$ cat src/rtl/h_bitwise_serial_if.sv
// ---------------------------------------------------------------------------
// h_bitwise_serial_if
//   Handshake/operand bundle for h_bitwise_serial.
//   Signals:
//     in_valid  producer -> engine  operand/op valid
//     in_ready  engine -> producer  engine can accept (IDLE only)
//     op        producer -> engine  3-bit opcode
//     a, b      producer -> engine  WIDTH-bit operands
//     out_valid engine -> consumer  result valid (DONE only)
//     out_ready consumer -> engine  consumer takes result
//     out       engine -> consumer  WIDTH-bit result register
//     busy      engine -> system    high in RUN or DONE
//     zero      engine -> consumer  result-is-zero flag (H_BITWISE_ZERO_FLAG_EN only)
//   Modports: master (producer/consumer side), slave (engine side).
// ---------------------------------------------------------------------------
interface h_bitwise_serial_if #(
  parameter int unsigned WIDTH = 16
);
  logic             in_valid;
  logic             in_ready;
  logic [2:0]       op;
  logic [WIDTH-1:0] a;
  logic [WIDTH-1:0] b;
  logic             out_valid;
  logic             out_ready;
  logic [WIDTH-1:0] out;
  logic             busy;
`ifdef H_BITWISE_ZERO_FLAG_EN
  logic             zero;
`endif

  modport master (
    output in_valid, op, a, b, out_ready,
`ifdef H_BITWISE_ZERO_FLAG_EN
    input  zero,
`endif
    input  in_ready, out_valid, out, busy
  );

  modport slave (
    input  in_valid, op, a, b, out_ready,
`ifdef H_BITWISE_ZERO_FLAG_EN
    output zero,
`endif
    output in_ready, out_valid, out, busy
  );
endinterface

$ cat src/rtl/h_bitwise_serial.sv
// ---------------------------------------------------------------------------
// h_bitwise_serial
//   Multi-op bitwise logic engine. Latches two WIDTH-bit operands and an
//   opcode on accept, then produces the result SLICE bits per clock, LSB
//   slice first, into the output register. Valid/ready on both sides.
//
//   Parameters:
//     WIDTH  operand/result width (WIDTH % SLICE must be 0)
//     SLICE  bits computed per RUN cycle
//   Ports:
//     clk    rising-edge clock
//     rst_n  synchronous active-low reset
//     bus    h_bitwise_serial_if.slave (in_valid/in_ready/op/a/b,
//            out_valid/out_ready/out, busy[, zero])
//   Optional feature:
//     H_BITWISE_ZERO_FLAG_EN  adds registered bus.zero = (result == 0),
//                             updated on entry to DONE, cleared on accept.
//
//   Opcodes: 000 a&b, 001 a|b, 010 a^b, 011 ~(a&b), 100 ~(a|b),
//            101 ~(a^b), 110 ~a, 111 a&~b
// ---------------------------------------------------------------------------
module h_bitwise_serial #(
  parameter int unsigned WIDTH = 16,
  parameter int unsigned SLICE = 4
) (
  input  logic               clk,
  input  logic               rst_n,
  h_bitwise_serial_if.slave  bus
);

  localparam int unsigned NSLICE = WIDTH / SLICE;
  localparam int unsigned CW     = (NSLICE > 1) ? $clog2(NSLICE) : 1;
  localparam logic [CW-1:0] LAST_CNT = CW'(NSLICE - 1);

  generate
    if ((SLICE == 0) || (WIDTH % SLICE != 0)) begin : g_bad_cfg
      $error("h_bitwise_serial: WIDTH must be a non-zero multiple of SLICE");
    end
  endgenerate

  typedef enum logic [1:0] {
    S_IDLE = 2'd0,
    S_RUN  = 2'd1,
    S_DONE = 2'd2
  } state_e;

  typedef enum logic [2:0] {
    OP_AND  = 3'b000,
    OP_OR   = 3'b001,
    OP_XOR  = 3'b010,
    OP_NAND = 3'b011,
    OP_NOR  = 3'b100,
    OP_XNOR = 3'b101,
    OP_NOTA = 3'b110,
    OP_ANDN = 3'b111
  } op_e;

  state_e           r_state;
  op_e              r_op;
  logic [WIDTH-1:0] r_a;
  logic [WIDTH-1:0] r_b;
  logic [WIDTH-1:0] r_out;
  logic [CW-1:0]    r_cnt;
  logic             r_in_ready;
  logic             r_out_valid;
  logic             r_busy;
`ifdef H_BITWISE_ZERO_FLAG_EN
  logic             r_zero;
`endif

  int unsigned      w_base;
  logic [SLICE-1:0] w_a_sl;
  logic [SLICE-1:0] w_b_sl;
  logic [SLICE-1:0] w_res_sl;
  logic [WIDTH-1:0] w_out_next;

  // Slice datapath: select the current slice of each operand, apply the
  // latched opcode, and merge it into the result register image.
  always_comb begin
    w_base   = 32'(r_cnt) * SLICE;
    w_a_sl   = r_a[w_base +: SLICE];
    w_b_sl   = r_b[w_base +: SLICE];
    w_res_sl = '0;
    unique case (r_op)
      OP_AND:  w_res_sl = w_a_sl & w_b_sl;
      OP_OR:   w_res_sl = w_a_sl | w_b_sl;
      OP_XOR:  w_res_sl = w_a_sl ^ w_b_sl;
      OP_NAND: w_res_sl = ~(w_a_sl & w_b_sl);
      OP_NOR:  w_res_sl = ~(w_a_sl | w_b_sl);
      OP_XNOR: w_res_sl = ~(w_a_sl ^ w_b_sl);
      OP_NOTA: w_res_sl = ~w_a_sl;
      OP_ANDN: w_res_sl = w_a_sl & ~w_b_sl;
      default: w_res_sl = '0;
    endcase
    w_out_next                   = r_out;
    w_out_next[w_base +: SLICE]  = w_res_sl;
  end

  // Control FSM with registered handshake outputs. The handshake flags are
  // updated on the same edges as the state so they always mirror it.
  always_ff @(posedge clk) begin
    if (!rst_n) begin
      r_state     <= S_IDLE;
      r_op        <= OP_AND;
      r_a         <= '0;
      r_b         <= '0;
      r_out       <= '0;
      r_cnt       <= '0;
      r_in_ready  <= 1'b1;
      r_out_valid <= 1'b0;
      r_busy      <= 1'b0;
`ifdef H_BITWISE_ZERO_FLAG_EN
      r_zero      <= 1'b0;
`endif
    end else begin
      unique case (r_state)
        S_IDLE: begin
          if (bus.in_valid) begin
            r_op       <= op_e'(bus.op);
            r_a        <= bus.a;
            r_b        <= bus.b;
            r_out      <= '0;
            r_cnt      <= '0;
            r_state    <= S_RUN;
            r_in_ready <= 1'b0;
            r_busy     <= 1'b1;
`ifdef H_BITWISE_ZERO_FLAG_EN
            r_zero     <= 1'b0;
`endif
          end
        end
        S_RUN: begin
          r_out <= w_out_next;
          if (r_cnt == LAST_CNT) begin
            r_cnt       <= '0;
            r_state     <= S_DONE;
            r_out_valid <= 1'b1;
`ifdef H_BITWISE_ZERO_FLAG_EN
            r_zero      <= (w_out_next == '0);
`endif
          end else begin
            r_cnt <= r_cnt + CW'(1);
          end
        end
        S_DONE: begin
          // in_valid is deliberately not looked at here: the next accept
          // can only happen from IDLE, one edge after the result handshake.
          if (bus.out_ready) begin
            r_state     <= S_IDLE;
            r_out_valid <= 1'b0;
            r_busy      <= 1'b0;
            r_in_ready  <= 1'b1;
          end
        end
        default: begin
          r_state     <= S_IDLE;
          r_in_ready  <= 1'b1;
          r_out_valid <= 1'b0;
          r_busy      <= 1'b0;
        end
      endcase
    end
  end

  assign bus.in_ready  = r_in_ready;
  assign bus.out_valid = r_out_valid;
  assign bus.out       = r_out;
  assign bus.busy      = r_busy;
`ifdef H_BITWISE_ZERO_FLAG_EN
  assign bus.zero      = r_zero;
`endif

endmodule
$ cat src/flat_wrapper.sv
// flat-port wrapper written by rule: the top's interface ports become plain ports
module h_bitwise_serial_flat 
#(
  parameter int unsigned WIDTH = 16,
  parameter int unsigned SLICE = 4
)
  (clk, rst_n, bus_in_valid, bus_op, bus_a, bus_b, bus_out_ready, bus_in_ready, bus_out_valid, bus_out, bus_busy);
  h_bitwise_serial_if #(.WIDTH(WIDTH)) bus_i ();
  input  logic clk;
  input  logic rst_n;
  input wire logic [$bits(bus_i.in_valid)-1:0] bus_in_valid;
  input wire logic [$bits(bus_i.op)-1:0] bus_op;
  input wire logic [$bits(bus_i.a)-1:0] bus_a;
  input wire logic [$bits(bus_i.b)-1:0] bus_b;
  input wire logic [$bits(bus_i.out_ready)-1:0] bus_out_ready;
  output wire logic [$bits(bus_i.in_ready)-1:0] bus_in_ready;
  output wire logic [$bits(bus_i.out_valid)-1:0] bus_out_valid;
  output wire logic [$bits(bus_i.out)-1:0] bus_out;
  output wire logic [$bits(bus_i.busy)-1:0] bus_busy;
  assign bus_i.in_valid = bus_in_valid;
  assign bus_i.op = bus_op;
  assign bus_i.a = bus_a;
  assign bus_i.b = bus_b;
  assign bus_i.out_ready = bus_out_ready;
  assign bus_in_ready = bus_i.in_ready;
  assign bus_out_valid = bus_i.out_valid;
  assign bus_out = bus_i.out;
  assign bus_busy = bus_i.busy;
  h_bitwise_serial #(.WIDTH(WIDTH), .SLICE(SLICE)) u_core (.clk(clk), .rst_n(rst_n), .bus(bus_i));
endmodule
$ cat config.mk
export PLATFORM = sky130hd
export DESIGN_NAME = h_bitwise_serial_flat
export DESIGN_NICKNAME = d
export VERILOG_FILES = /design/src/rtl/h_bitwise_serial_if.sv /design/src/rtl/h_bitwise_serial.sv /design/src/flat_wrapper.sv
export SDC_FILE = /design/constraint.sdc
export NUM_CORES = 1
export LEC_CHECK = 0
export CAP_MARGIN = 20
export CORE_MARGIN = 2
export CORE_UTILIZATION = 35
export DETAILED_ROUTE_END_ITERATION = 6
export GPL_TIMING_DRIVEN = 0
export PLACE_DENSITY = 0.65
export REMOVE_ABC_BUFFERS = 1
export SLEW_MARGIN = 25
export SYNTH_ARGS = -nofsm -noshare
export SYNTH_HDL_FRONTEND = slang
export SYNTH_SLANG_ARGS = --single-unit
$ cat constraint.sdc
create_clock -name clk -period 4.92 [get_ports clk]
set_clock_uncertainty 0.15 [all_clocks]
set_input_delay 0.984 -clock clk [delete_from_list [all_inputs] [get_ports clk]]
set_output_delay 0.984 -clock clk [all_outputs]
set_load 0.03 [all_outputs]
==> results by stage <==
STA:
- The transition at the pin with the smallest max-transition slack is between 0.9 and 1 ns.
- Timing would allow up to approximately 330 MHz.
- In this run the tightest slew margin relative to its limit is a little under two fifths.
- The final setup violation count is 0.
- The summed negative setup slack over all endpoints is 0 ns.
- The number of max-slew violations in the final report is 0.
- The count of final hold-check violations was 0.
- Setup repair after global routing left no endpoint under its margin.
- After layout, the worst path uses 61.7% of the clock period.
- The routed design could run at a clock period as short as around 3.0 ns.
- On the final layout, the worst hold slack is roughly 0.3 ns.

GRT:
- The largest net degree at the start of global routing is 36.
- After global routing the overflow that remains totals 0.
- The number of global-route vias before repair is 2481.
- The met2 track demand over resource in global routing is between 20% and 30%.
- Global routing used between 10% and 20% of the available tracks across all layers.
- The global-route wire length before repair is ~12000 um.
- The met1 usage in global routing is 19.8%.
- The fraction of met3 tracks used by global routing is 3.19%.
- The number of antenna violations at the first check in global routing is 0.
- In this run the most used layer during global routing was met2.

Logic synthesis:
- The largest family of logic cells by synthesized area is compound AO/OA/AOI/OAI gates.
- The number of warnings reported in the yosys synthesis log is 0.
- Each instance of the synthesized netlist takes up on average roughly 8.6 um^2.
- The fraction of synthesized cell area taken by the top area cell type is 37.0%.
- The register area share after synthesis is about 37%.
- The fraction of the mapped netlist area in adder cells is under 10%.
- The basic-gate share of the synthesized area counting and, or, nand and nor cells is approximately a fifth.
- Summing the areas of all xor and xnor instances in the mapped netlist gives 0% of the synthesized area.
- The multiplexer area fraction after synthesis is 7.49%.
- Counting flops and latches in the post-synthesis netlist gives 58.
- The post-synthesis compound-gate area fraction is 23.3%.
- By area the synthesized netlist is led by sky130_fd_sc_hd__dfxtp_1, sky130_fd_sc_hd__nand2_1, sky130_fd_sc_hd__ha_1.
- The cell count after synthesis came out at 364.
- Summing every instance area after synthesis gives ~3100 um^2.
- The cell type with the highest aggregate area in the netlist is sky130_fd_sc_hd__dfxtp_1.
- The number of enable flip-flop cells after synthesis is 0.
- For this run, the leading register cell type out of synthesis is sky130_fd_sc_hd__dfxtp_1.
- The number of distinct library cells after synthesis is 47.
- The post-synthesis async set-or-reset flop share is 0%.

Worst hold path:
- The class of the tightest hold or removal check is reg -> reg.

Placed design:
- Once placement finished, the instance area stood at 3760 um^2.
- During placement, the flow inserted port buffers numbering 57.
- The HPWL after detailed placement is ~5000 um.
- Routability-driven placement finished with a final weighted congestion of about 0.83.

Cells and area:
- The number of inserted diodes is 0.
- The commonest non-fill, non-tap cell in the layout is sky130_fd_sc_hd__nand2_1.
- In the layout the commonest cells are sky130_fd_sc_hd__nand2_1, sky130_fd_sc_hd__dfxtp_1, sky130_fd_sc_hd__clkdlybuf4s50_1, sky130_fd_sc_hd__a21boi_1.
- The ratio of cells with drive above 1 in the final layout is under 10%.
- After the last flow step, the layout net total stands at 463.
- The utilization after layout is a little under half.
- The finished cells cover 3960 um^2.
- The layout has 843 filler cells.
- In the final layout, the multi-input gates occupy between 1500 and 2000 um^2.
- Relative to the synthesized area, the layout overhead comes to 26.0%.
- The footprint of the flip-flops and latches is between 1000 and 1500 um^2.

CTS:
- The later pin in the worst-skew pair is clocked with a latency of 0.34 ns.
- The tree is rooted in a sky130_fd_sc_hd__clkbuf_8.
- In this run, post-CTS repair resized a total of 0 instances.
- In this run the post-CTS setup repair buffer count came out at 0.
- The clock slew at the register clock pins of the worst setup and hold paths is ~0.060 ns.
- Buffers inserted during clock tree synthesis total 9.
- The sink count of the clock tree is 58.
- No sink is reached through more buffers than the 2 on the longest clock path.
- The H-tree was split into 3 levels.
- TritonCTS built the clock tree.
- The cts-stage hold buffer count is 0.

Routing:
- Summing over every cut layer, the via total after detailed routing is 2660.
- The final antenna-violating net count is 0.
- The wire length per cell after detailed routing is roughly 13 um.
- The initial detailed-routing violation count is around 140.
- The count of unresolved DRC violations after routing is 0.
- The first detailed-routing pass ran for 4 iterations.
- Using the TritonRoute via totals, the vias-per-cell ratio works out to just over 5.
- The total length of routed wires is slightly below 7000 um.

Critical path:
- The worst setup path is launched from a register.
- The buffer and inverter count on the worst path is 1.
- The worst setup path is captured at a register.
- The critical path is of the reg -> reg type.
- The required arrival time at the worst endpoint is 4.98 ns.
- For this run, the slowest stage of the critical path takes around 0.93 ns.
- The cell with the largest stage delay on the worst path is sky130_fd_sc_hd__dfxtp_1.
- The worst path arrival time is a little over 3 ns.
- The highest net fanout along the worst path is 19.
- The family of cells with the greatest summed delay on the critical path is flip-flops.
- The critical path goes through mux4_1 -> inv_1 -> ha_1 -> nor3b_1 -> a211oi_1 -> a31oi_1 -> o21ai_0.

Job:
- Max-cap violations in this run came to 0.

Power and ir drop:
- The fraction of power consumed by the clock network is around two fifths.
- Summed over all nets, the switching power comes to ~300 uW.
- Dividing total power by cell area gives a power density of just under 300 nW/um^2.
- Sequential cells account for ~45% of the total power.
- The proportion of power drawn by combinational gates is between 10% and 20%.
- The total power after layout is around 1200 uW.
- The internal portion of total power is 854 uW.
- Across the VDD grid, the largest voltage drop is around 0.12 mV.
- Net switching is 25.9% of the power.
- For this design the static power due to leakage is about 0.0014 uW.

Run status:
- The flow ran to the end, and the final reports show no timing, DRC or antenna violations.

Die:
- The die width is around 99 um.
- The standard cell core area is 8720 um^2.
- The full die area is 9750 um^2.
- The floorplan has 34 rows.
- Pin placement for this block handled 58 I/O pins.
- The floorplan die height is between 90 and 100 um.
- The starting utilization of the core area is between 30% and 40%.
path summary, 6_finish.rpt:
path                   startpoint                end  slack (ns)  depth (start not counted)
setup / recovery  u_core.r_cnt[0]  u_core.bus.out[3]        1.88                          7
hold / removal     u_core.r_a[12]     u_core.r_a[12]        0.30                          2
setup reg to reg  u_core.r_cnt[0]  u_core.bus.out[3]        1.88                          7
hold reg to reg    u_core.r_a[12]     u_core.r_a[12]        0.30                          2
per-stage QoR:
stage,cells,setup slack [ns]
2_1_floorplan,339,2.30
3_3_place_gp,504,1.18
3_5_place_dp,505,1.87
4_1_cts,520,1.85
5_1_grt,520,1.65
6_report,520,1.88
worst reg2reg max path: cells and delay by family (launching register included):
kind	cells	cell delay, ns
buffers and inverters	1	0.11
AO/OA/AOI/OAI	3	0.58
flip-flops	1	0.93
multiplexers	1	0.70
adder cells (fa/ha/maj)	1	0.24
AND/OR/NAND/NOR	1	0.19
synth_stat cells (2+ instances only):
| master | number |
|---|---|
| sky130_fd_sc_hd__a32oi_1 | 12 |
| sky130_fd_sc_hd__a21boi_0 | 13 |
| sky130_fd_sc_hd__o21a_1 | 4 |
| sky130_fd_sc_hd__nor3_2 | 2 |
| sky130_fd_sc_hd__ha_1 | 16 |
| sky130_fd_sc_hd__nor2_1 | 10 |
| sky130_fd_sc_hd__nor3_1 | 4 |
| sky130_fd_sc_hd__dfxtp_1 | 58 |
| sky130_fd_sc_hd__o21ai_1 | 6 |
| sky130_fd_sc_hd__o21ai_0 | 11 |
| sky130_fd_sc_hd__o211ai_1 | 6 |
| sky130_fd_sc_hd__o311ai_1 | 5 |
| sky130_fd_sc_hd__clkbuf_1 | 8 |
| sky130_fd_sc_hd__mux2i_1 | 4 |
| sky130_fd_sc_hd__nor3b_1 | 2 |
| sky130_fd_sc_hd__a22oi_1 | 2 |
| sky130_fd_sc_hd__inv_1 | 16 |
| sky130_fd_sc_hd__nor2_2 | 3 |
| sky130_fd_sc_hd__buf_2 | 16 |
| sky130_fd_sc_hd__mux4_2 | 7 |
| sky130_fd_sc_hd__o41a_1 | 3 |
| sky130_fd_sc_hd__and2_1 | 3 |
| sky130_fd_sc_hd__a21oi_1 | 4 |
| sky130_fd_sc_hd__nor4_1 | 2 |
| sky130_fd_sc_hd__nand2b_1 | 5 |
| sky130_fd_sc_hd__nand3b_1 | 3 |
| sky130_fd_sc_hd__a21boi_1 | 23 |
| sky130_fd_sc_hd__nor2b_1 | 3 |
| sky130_fd_sc_hd__nand2_1 | 95 |
layer usage:
metal,share of wire (%),vias to the layer above
li1,-,1366
met1,49,1212
met2,44,72
met3,4.8,10
met4,1.9,0
met5,0,-
area by class of cell:
| type | count | share of cell area [%] |
|---|---|---|
| Tap cell | 108 | 3.41 |
| Clock inverter | 2 | 0.885 |
| Inverter | 16 | 1.52 |
| Clock buffer | 13 | 4.27 |
| Multi-Input combinational cell | 265 | 45.6 |
| Sequential cell | 58 | 29.3 |
| Timing Repair Buffer | 58 | 15.0 |
power groups by stage:
stage	logic, uW	clock network [uW]	registers [uW]
detailed placement	182	0	529
global route	202	489	522
floorplan	106	0	528
finish	180	454	518
global placement	175	0	527
CTS	182	465	518
registers in the layout, summed over array words and instances, names as in the netlist:
register and cells:
u_core.bus.busy 1, u_core.bus.in_ready 1, u_core.bus.out 16, u_core.bus.out_valid 1, u_core.r_a 16, u_core.r_b 16
u_core.r_cnt 2, u_core.r_op 3, u_core.r_state 2
cells by family (layout without fill, tap and decap cells):
family	count (synthesis)	after routing
and+or+nand+nor	138	138
AOI/OAI and AO/OA	98	98
DFF	58	58
buffers and inverters	41	89
adders and majority gates	16	16
muxes	13	13
(Power assumes the default switching activity.)
